===== config.mk =====
export PLATFORM = sky130hd
export DESIGN_NAME = fifo_sync_param_flat
export DESIGN_NICKNAME = d
export VERILOG_FILES = /design/src/rtl/fifo_sync_param_if.sv /design/src/rtl/fifo_sync_param.sv /design/src/flat_wrapper.sv
export SDC_FILE = /design/constraint.sdc
export NUM_CORES = 2
export LEC_CHECK = 0
export BUFFER_PORTS_ARGS = -buffer_cell sky130_fd_sc_hd__buf_2
export CAP_MARGIN = 40
export CORE_MARGIN = 2
export CORE_UTILIZATION = 40
export DETAILED_ROUTE_END_ITERATION = 7
export SLEW_MARGIN = 0
export SYNTH_ARGS = -nofsm -noshare
export SYNTH_HDL_FRONTEND = slang
export SYNTH_SLANG_ARGS = --single-unit

===== constraint.sdc =====
create_clock -name clk -period 3.6 [get_ports clk]
set_input_delay 0.36 -clock clk [delete_from_list [all_inputs] [get_ports clk]]
set_output_delay 0.36 -clock clk [all_outputs]
set_load 0.03 [all_outputs]

===== src/rtl/fifo_sync_param_if.sv =====
// fifo_sync_param_if -- handshake/status bundle for fifo_sync_param.
//   master : producer/consumer side. It drives WREQ, WD, RREQ and clr_err,
//            and observes RD, the status flags, CNT and the error flags.
//   slave  : the FIFO itself.
// Parameters DW/AW must match those of the fifo_sync_param instance.
interface fifo_sync_param_if #(
    parameter int DW = 8,
    parameter int AW = 8
);
    logic          WREQ;
    logic [DW-1:0] WD;
    logic          RREQ;
    logic [DW-1:0] RD;
    logic          f;
    logic          e;
    logic          af;
    logic          ae;
    logic [AW:0]   CNT;
    logic          ovf;
    logic          udf;
    logic          clr_err;

    modport master (
        output WREQ, WD, RREQ, clr_err,
        input  RD, f, e, af, ae, CNT, ovf, udf
    );

    modport slave (
        input  WREQ, WD, RREQ, clr_err,
        output RD, f, e, af, ae, CNT, ovf, udf
    );
endinterface


===== src/rtl/fifo_sync_param.sv =====
// fifo_sync_param -- single-clock parametrised FIFO, depth 2**AW words of DW bits.
// Ports:
//   clk  : single clock, all state changes on posedge
//   rst  : asynchronous active-low reset (pointers, flags, RD; memory not reset)
//   bus  : fifo_sync_param_if.slave
//          WREQ/WD write, RREQ read, RD read data, f/e full/empty,
//          af/ae almost-full (CNT>=AF_LVL) / almost-empty (CNT<=AE_LVL),
//          CNT fill level, ovf/udf sticky error flags, clr_err clears them.
// Build option: define FIFO_FWFT_EN for first-word-fall-through reads
// (RD shows the head word combinationally; RREQ pops). Without it RD is
// registered and is loaded on each accepted read.
module fifo_sync_param #(
    parameter int DW     = 8,
    parameter int AW     = 8,
    parameter int AF_LVL = (2**AW) - 2,
    parameter int AE_LVL = 2
) (
    input  logic               clk,
    input  logic               rst,
    fifo_sync_param_if.slave   bus
);
    localparam int          DEPTH = 2**AW;
    localparam logic [AW:0] ONE_C = (AW+1)'(1);
    localparam logic [AW:0] AF_C  = (AW+1)'(AF_LVL);
    localparam logic [AW:0] AE_C  = (AW+1)'(AE_LVL);

    logic [DW-1:0] mem_q [DEPTH];

    logic [AW:0] wptr_q, wptr_d;
    logic [AW:0] rptr_q, rptr_d;
    logic [AW:0] cnt_q,  cnt_d;
    logic        full_q, full_d;
    logic        empty_q, empty_d;
    logic        af_q,   af_d;
    logic        ae_q,   ae_d;
    logic        ovf_q,  ovf_d;
    logic        udf_q,  udf_d;
    logic        wr_ok_s;
    logic        rd_ok_s;
`ifndef FIFO_FWFT_EN
    logic [DW-1:0] rd_q, rd_d;
`endif

    // Acceptance, next pointers, and flags decoded from the next pointers so
    // the flags come straight out of flops (glitch-free after each edge).
    always_comb begin
        wr_ok_s = bus.WREQ && !full_q;
        rd_ok_s = bus.RREQ && !empty_q;

        if (wr_ok_s) begin
            wptr_d = wptr_q + ONE_C;
        end else begin
            wptr_d = wptr_q;
        end

        if (rd_ok_s) begin
            rptr_d = rptr_q + ONE_C;
        end else begin
            rptr_d = rptr_q;
        end

        // Subtraction wraps modulo 2**(AW+1), so the wrap bit makes 0..DEPTH exact.
        cnt_d   = wptr_d - rptr_d;
        full_d  = (wptr_d[AW-1:0] == rptr_d[AW-1:0]) && (wptr_d[AW] != rptr_d[AW]);
        empty_d = (wptr_d == rptr_d);
        af_d    = (cnt_d >= AF_C);
        ae_d    = (cnt_d <= AE_C);

        // A new error in the same cycle as clr_err keeps the flag set.
        if (bus.WREQ && full_q) begin
            ovf_d = 1'b1;
        end else if (bus.clr_err) begin
            ovf_d = 1'b0;
        end else begin
            ovf_d = ovf_q;
        end

        if (bus.RREQ && empty_q) begin
            udf_d = 1'b1;
        end else if (bus.clr_err) begin
            udf_d = 1'b0;
        end else begin
            udf_d = udf_q;
        end
    end

`ifndef FIFO_FWFT_EN
    // Registered read data: load the head word on an accepted read, else hold.
    always_comb begin
        if (rd_ok_s) begin
            rd_d = mem_q[rptr_q[AW-1:0]];
        end else begin
            rd_d = rd_q;
        end
    end

    // Read data register.
    always_ff @(posedge clk or negedge rst) begin
        if (!rst) begin
            rd_q <= {DW{1'b0}};
        end else begin
            rd_q <= rd_d;
        end
    end

    assign bus.RD = rd_q;
`else
    // Head word visible without a request; meaningless while empty.
    assign bus.RD = mem_q[rptr_q[AW-1:0]];
`endif

    // Pointer, count and flag registers.
    always_ff @(posedge clk or negedge rst) begin
        if (!rst) begin
            wptr_q  <= {(AW+1){1'b0}};
            rptr_q  <= {(AW+1){1'b0}};
            cnt_q   <= {(AW+1){1'b0}};
            full_q  <= 1'b0;
            empty_q <= 1'b1;
            af_q    <= 1'b0;
            ae_q    <= 1'b1;
            ovf_q   <= 1'b0;
            udf_q   <= 1'b0;
        end else begin
            wptr_q  <= wptr_d;
            rptr_q  <= rptr_d;
            cnt_q   <= cnt_d;
            full_q  <= full_d;
            empty_q <= empty_d;
            af_q    <= af_d;
            ae_q    <= ae_d;
            ovf_q   <= ovf_d;
            udf_q   <= udf_d;
        end
    end

    // Storage array; deliberately not reset, stale words are unreachable
    // because the pointers restart together.
    always_ff @(posedge clk) begin
        if (wr_ok_s) begin
            mem_q[wptr_q[AW-1:0]] <= bus.WD;
        end
    end

    assign bus.f   = full_q;
    assign bus.e   = empty_q;
    assign bus.af  = af_q;
    assign bus.ae  = ae_q;
    assign bus.CNT = cnt_q;
    assign bus.ovf = ovf_q;
    assign bus.udf = udf_q;
endmodule

===== src/flat_wrapper.sv =====
// flat-port wrapper written by rule: the top's interface ports become plain ports
module fifo_sync_param_flat 
#(
    parameter int DW     = 8,
    parameter int AW     = 8,
    parameter int AF_LVL = (2**AW) - 2,
    parameter int AE_LVL = 2
)
  (clk, rst, bus_WREQ, bus_WD, bus_RREQ, bus_clr_err, bus_RD, bus_f, bus_e, bus_af, bus_ae, bus_CNT, bus_ovf, bus_udf);
  fifo_sync_param_if #(.DW(DW), .AW(AW)) bus_i ();
  input  logic clk;
  input  logic rst;
  input wire logic [$bits(bus_i.WREQ)-1:0] bus_WREQ;
  input wire logic [$bits(bus_i.WD)-1:0] bus_WD;
  input wire logic [$bits(bus_i.RREQ)-1:0] bus_RREQ;
  input wire logic [$bits(bus_i.clr_err)-1:0] bus_clr_err;
  output wire logic [$bits(bus_i.RD)-1:0] bus_RD;
  output wire logic [$bits(bus_i.f)-1:0] bus_f;
  output wire logic [$bits(bus_i.e)-1:0] bus_e;
  output wire logic [$bits(bus_i.af)-1:0] bus_af;
  output wire logic [$bits(bus_i.ae)-1:0] bus_ae;
  output wire logic [$bits(bus_i.CNT)-1:0] bus_CNT;
  output wire logic [$bits(bus_i.ovf)-1:0] bus_ovf;
  output wire logic [$bits(bus_i.udf)-1:0] bus_udf;
  assign bus_i.WREQ = bus_WREQ;
  assign bus_i.WD = bus_WD;
  assign bus_i.RREQ = bus_RREQ;
  assign bus_i.clr_err = bus_clr_err;
  assign bus_RD = bus_i.RD;
  assign bus_f = bus_i.f;
  assign bus_e = bus_i.e;
  assign bus_af = bus_i.af;
  assign bus_ae = bus_i.ae;
  assign bus_CNT = bus_i.CNT;
  assign bus_ovf = bus_i.ovf;
  assign bus_udf = bus_i.udf;
  fifo_sync_param #(.DW(DW), .AW(AW), .AF_LVL(AF_LVL), .AE_LVL(AE_LVL)) u_core (.clk(clk), .rst(rst), .bus(bus_i));
endmodule

After elaboration in Yosys (flattened, before gate mapping)
Memory sizes are Yosys's and may differ from the RTL's. A register that Yosys moved wholly into a read port is not among the register bits.
Index checks and enable logic that the tools add are counted.
Word-level totals
  bits in registers: 33
  output and inout bits: 23
  bits of input ports: 13
  logic and storage cells: 35
  bits in writable memories: 2048
  memories: 1
Memories
  u_core.mem_q: words 256, width 8, rd ports 1, clocked after Yosys merged registers in 1, wr ports 1, RTL line fifo_sync_param.sv:27  | logic [DW-1:0] mem_q [DEPTH];
Cells by class
  equal/unequal tests: 3
  muxes and demuxes: 7
  order comparisons: 2
  reduce and logical (&&, ||, !) cells: 10
  add/subtract/negate cells: 3
Operator list (number)
  $add A9 B1 Y9 const B: 2
  $mux W9: 2
  $eq A9 B9 Y1: 1
  $ge A9 B8 Y1 const B: 1
  $le A9 B2 Y1 const B: 1
  $sub A9 B9 Y9: 1
  $eq A8 B8 Y1: 1
  $logic_and A1 B1 Y1: 5
  $mux W1: 5
  $reduce_bool A2 Y1: 2
  $logic_not A1 Y1: 3
  $ne A1 B1 Y1: 1

Longest topological paths before layout
  word-level depth: 5
  depth in mapped cells: 16
  mapped depth without buffers: 12

Worst setup path after synthesis
No wires, ideal clock.
  path type: reg2reg
  start point: reg u_core.rptr_q[1]
  end point: reg u_core.ae_q (netlist: u_core.bus.ae)
  data arrival time: 3.530 ns
  stages on the path, launching flop included: 17
  slack: -0.020 ns
  setup time: 0.090 ns
  required time: 3.510 ns
  period minus slack after synthesis: 3.620 ns
  path buffers: 5
  cell sequence: dfrtp_1 -> buf_4 -> buf_2 -> buf_2 -> buf_2 -> buf_2 -> nand2_1 -> nand2_1 -> inv_1 -> ha_1 -> nor2b_1 -> o21ai_0 -> a22oi_1 -> o41ai_2 -> xnor2_1 -> or4_1 -> nor4_2
Between the ends
  longest elaborated chain between the ends: 4
RTL lines
  start: declaration: RTL line fifo_sync_param.sv:30  | logic [AW:0] rptr_q, rptr_d;
  start signal: assignment: RTL line fifo_sync_param.sv:116  | rptr_q <= {(AW+1){1'b0}};
  start signal: assignment: RTL line fifo_sync_param.sv:126  | rptr_q <= rptr_d;
  $add A9 B1 Y9: RTL line fifo_sync_param.sv:57  | rptr_d = rptr_q + ONE_C;
  $mux W9 *: RTL line fifo_sync_param.sv:56  | if (rd_ok_s) begin
  net u_core.rptr_d[1]: RTL line fifo_sync_param.sv:30
  $sub A9 B9 Y9 *: RTL line fifo_sync_param.sv:63  | cnt_d = wptr_d - rptr_d;
  net u_core.cnt_d[5]: RTL line fifo_sync_param.sv:31  | logic [AW:0] cnt_q, cnt_d;
  $le A9 B2 Y1 *: RTL line fifo_sync_param.sv:67  | ae_d = (cnt_d <= AE_C);
  net u_core.ae_d: RTL line fifo_sync_param.sv:35  | logic ae_q, ae_d;
  end signal: assignment: RTL line fifo_sync_param.sv:121  | ae_q <= 1'b1;
  end signal: assignment: RTL line fifo_sync_param.sv:131  | ae_q <= ae_d;
  end: declaration: RTL line fifo_sync_param.sv:35
Mark *: on every way through the listed nets, which the timed path passes. The rest lies on a longest branch.
A chain may end at the register's enable or synchronous reset.

==> flow_metrics.env <==
export IMPL_worst_slew_pin_slew_ns=0.942
export IMPL_skew_ns=0.0543
export IMPL_drc=0
export IMPL_yosysMostFrequentCell="edfxtp_1"
export IMPL_drt_total_wl_mm=214
export IMPL_cts_inserted_buffers=205
export IMPL_cellLeakagePower_nw=29.4
export IMPL_die_x_um=455
export IMPL_setup_tns_ns=0
export IMPL_dieHeight_um=455
export IMPL_instances_no_fill=6989
export IMPL_hold_violations=0
export IMPL_first_global_vias=40500
export IMPL_run_status="complete, no violations"
export IMPL_syn_inst=3759
export IMPL_synth_cell_types=77
export IMPL_antenna_cells=0
export IMPL_clkSinkCount=2089
export IMPL_ys_flop_type="edfxtp_1"
export IMPL_area_delta_synth_final_pct=15.4
export IMPL_fill_cells=16700
export IMPL_clockBufferDepth=3
export IMPL_numPlacedInstances=6604
export IMPL_cap_violations=0
export IMPL_cts_root_buf="clkbuf_16"
export IMPL_clk_pin_slew_worst_paths_ns=0.06
export IMPL_num_rows=165
export IMPL_ant_nets=0
export IMPL_synth_top_cells_by_count="2048 x edfxtp_1, 535 x mux4_2, 286 x nor2_1"
export IMPL_drtIter0Drc=4763
export IMPL_critPathKind="reg2reg"
export IMPL_yosysTopAreaCell="edfxtp_1"
export IMPL_grt_pass1_wl_mm=304
export IMPL_initial_core_util_pct=40.2
export IMPL_avgViaCountPerCell=5.80
export IMPL_drive_above_1_share_pct=29.3
export IMPL_path_max_fanout=23
export IMPL_grt_max_degree=106
export IMPL_grtUsageTotal_pct=20.7
export IMPL_slew_viol_final=0
export IMPL_max_slew_margin_rel_pct=37.2
export IMPL_place_port_buffers=35
export IMPL_async_flop_share_pct=1.96
export IMPL_setup_viol=0
export IMPL_synth_area_leaders="edfxtp_1 76%, mux4_2 15%, nor2_1 1.3%"
export IMPL_nets=4170
export IMPL_cp_end_kind="flop"
export IMPL_cp_arrival_ns=4.22
export IMPL_grt_setup_unrepaired="no"
export IMPL_gr_total_overflow=0
export IMPL_final_min_clock_period_ns=3.52
export IMPL_timing_final_crit_share_pct=97.7
export IMPL_vias=40500
export IMPL_cts_tree="built"
export IMPL_synthesis_nets=3782
export IMPL_synth_top_area_share_pct=75.7
export IMPL_yosysSeqAreaShare_pct=77.0
export IMPL_postSynthAreaPerCell_um2=21.6
export IMPL_cts_max_level=4
export IMPL_irDropWorstVdd_mv=0.500
export IMPL_powerDensity_mw_per_mm2=755
export IMPL_fp_coreArea_mm2=0.202
export IMPL_insertion_delay_ns=0.86
export IMPL_ios=36
export IMPL_synth_edf_count=2048
export IMPL_yosys_warnings=0
export IMPL_wire_per_inst_um=30.6
export IMPL_synth_seq_cells=2089
export IMPL_first_pass_iters=5
export IMPL_cts_setup_buffers=0
export IMPL_fmax_mhz=284
export IMPL_antenna_found_initial=10
export IMPL_place_congestion=0.895
export IMPL_hold_worst_slack_ns=0.0819
export IMPL_netlist_area_mm2=0.0812
export IMPL_critPathRequiredTime_ns=4.30
export IMPL_worstSetupStartpointType="flop"
export IMPL_die_area_mm2=0.207
export IMPL_hpwl_mm=133
export IMPL_holdCritPathClass="in2reg"
stage by stage:
stage               setup slack (ns)  total power, W  area (µm²)  utilization [%]
finish                        0.0815          0.0707       93700             46.4
floorplan                    0.00998          0.0411       81200                -
CTS                           0.0975          0.0711       93700             46.4
detailed placement             0.113          0.0503       87100             43.1
global route                 0.00780          0.0730       93700             46.4
global placement             -0.0237          0.0501       86900             43.0
power breakdown:
| part | internal [W] | total (W) | switching (W) |
|---|---|---|---|
| logic | 0.00918 | 0.0222 | 0.0130 |
| clock network | 0.0118 | 0.0210 | 0.00915 |
| registers | 0.0271 | 0.0276 | 0.000476 |
| total | 0.0481 | 0.0707 | 0.0226 |
cell usage in the layout (no fill, tap or decap), types with 6 or more instances in the layout:
cell type,count
or3_1,7
inv_1,21
clkbuf_8,16
mux2i_1,67
buf_2,29
xnor2_1,8
clkinv_1,42
a211oi_1,13
mux2_2,9
a22oi_1,119
nand2_1,46
buf_4,313
o21ai_0,14
nand4_1,9
edfxtp_1,2048
o21ai_1,6
dlygate4sd3_1,7
o221ai_1,11
dfrtp_1,33
o22ai_1,10
nand3_1,27
clkinv_8,6
a21oi_1,55
a31oi_1,6
nor2b_1,12
clkbuf_1,52
a221oi_1,25
nor3_1,32
mux4_2,535
nor2_1,285
buf_12,46
nand3_2,10
bufinv_16,15
o211ai_1,6
clkbuf_16,206
clkinv_2,35
ha_1,9
what timing repair did:
item	in CTS	in global routing
gates resized for setup	0	4
endpoints found under the setup margin	0	4
hold endpoints to repair	47	0
hold buffers	7	0
sequential cells by signal, indices dropped and copies added (netlist names), named ones only:
| name | flops |
|---|---|
| u_core.mem_q | 2048 |
| u_core.bus.udf | 1 |
| u_core.bus.CNT | 9 |
| u_core.bus.af | 1 |
| u_core.bus.f | 1 |
| u_core.wptr_q | 8 |
| u_core.bus.e | 1 |
| u_core.bus.ovf | 1 |
| u_core.bus.RD | 8 |
| u_core.rptr_q | 9 |
| u_core.bus.ae | 1 |
layout make-up:
class	instances	area (µm²)	share of cell area (%)
sequential	2089	62500	66.7
multi-input combinational	1419	17500	18.7
clock buffer	266	5460	5.83
timing repair buffer	406	3650	3.90
tap	2672	3340	3.57
clock inverter	111	1100	1.17
inverter	26	100	0.107
worst max-delay path: stages (launching register included):
cell and delay, ns:
dfrtp_4 0.53, buf_12 0.21, buf_12 0.22, buf_12 0.25, mux4_2 0.53, a22oi_1 0.19, a21oi_1 0.15, nor3_1 0.40
nor3_1 0.13, nor3_1 0.64, a211oi_1 0.09
metal layers:
metal	share of wire [%]	global-route usage, %
met5	0.016	0
met4	2.6	5.77
met1	42	29.4
met3	7.0	3.53
met2	48	33.0
cell families (layout without fill, tap and decap cells):
| group | after synthesis | in the layout | share of synthesized area (%) |
|---|---|---|---|
| AND/OR/NAND/NOR | 472 | 472 | 2.55 |
| XOR/XNOR | 13 | 13 | 0.149 |
| AO/OA/AOI/OAI | 313 | 313 | 2.80 |
| adder cells (fa/ha/maj) | 10 | 10 | 0.163 |
| buffers and inverters | 251 | 809 | 1.54 |
| flip-flops | 2089 | 2089 | 77.0 |
| multiplexers | 611 | 611 | 15.8 |
worst paths after layout:
check	startpoint	to	slack, ns	cells past startpoint
setup / recovery	u_core.rptr_q[0]	u_core.bus.RD[7]	0.08	10
hold / removal	bus_WD[3]	u_core.mem_q[205][3]	0.08	1
setup reg to reg	u_core.rptr_q[0]	u_core.bus.RD[7]	0.08	10
hold reg to reg	u_core.bus.udf	u_core.bus.udf	0.54	2
max in group asynchronous	rst	u_core.bus.udf	2.46	4
min in group asynchronous	rst	u_core.bus.CNT[1]	0.56	4
Note: power is estimated with default switching activity, not from simulation.
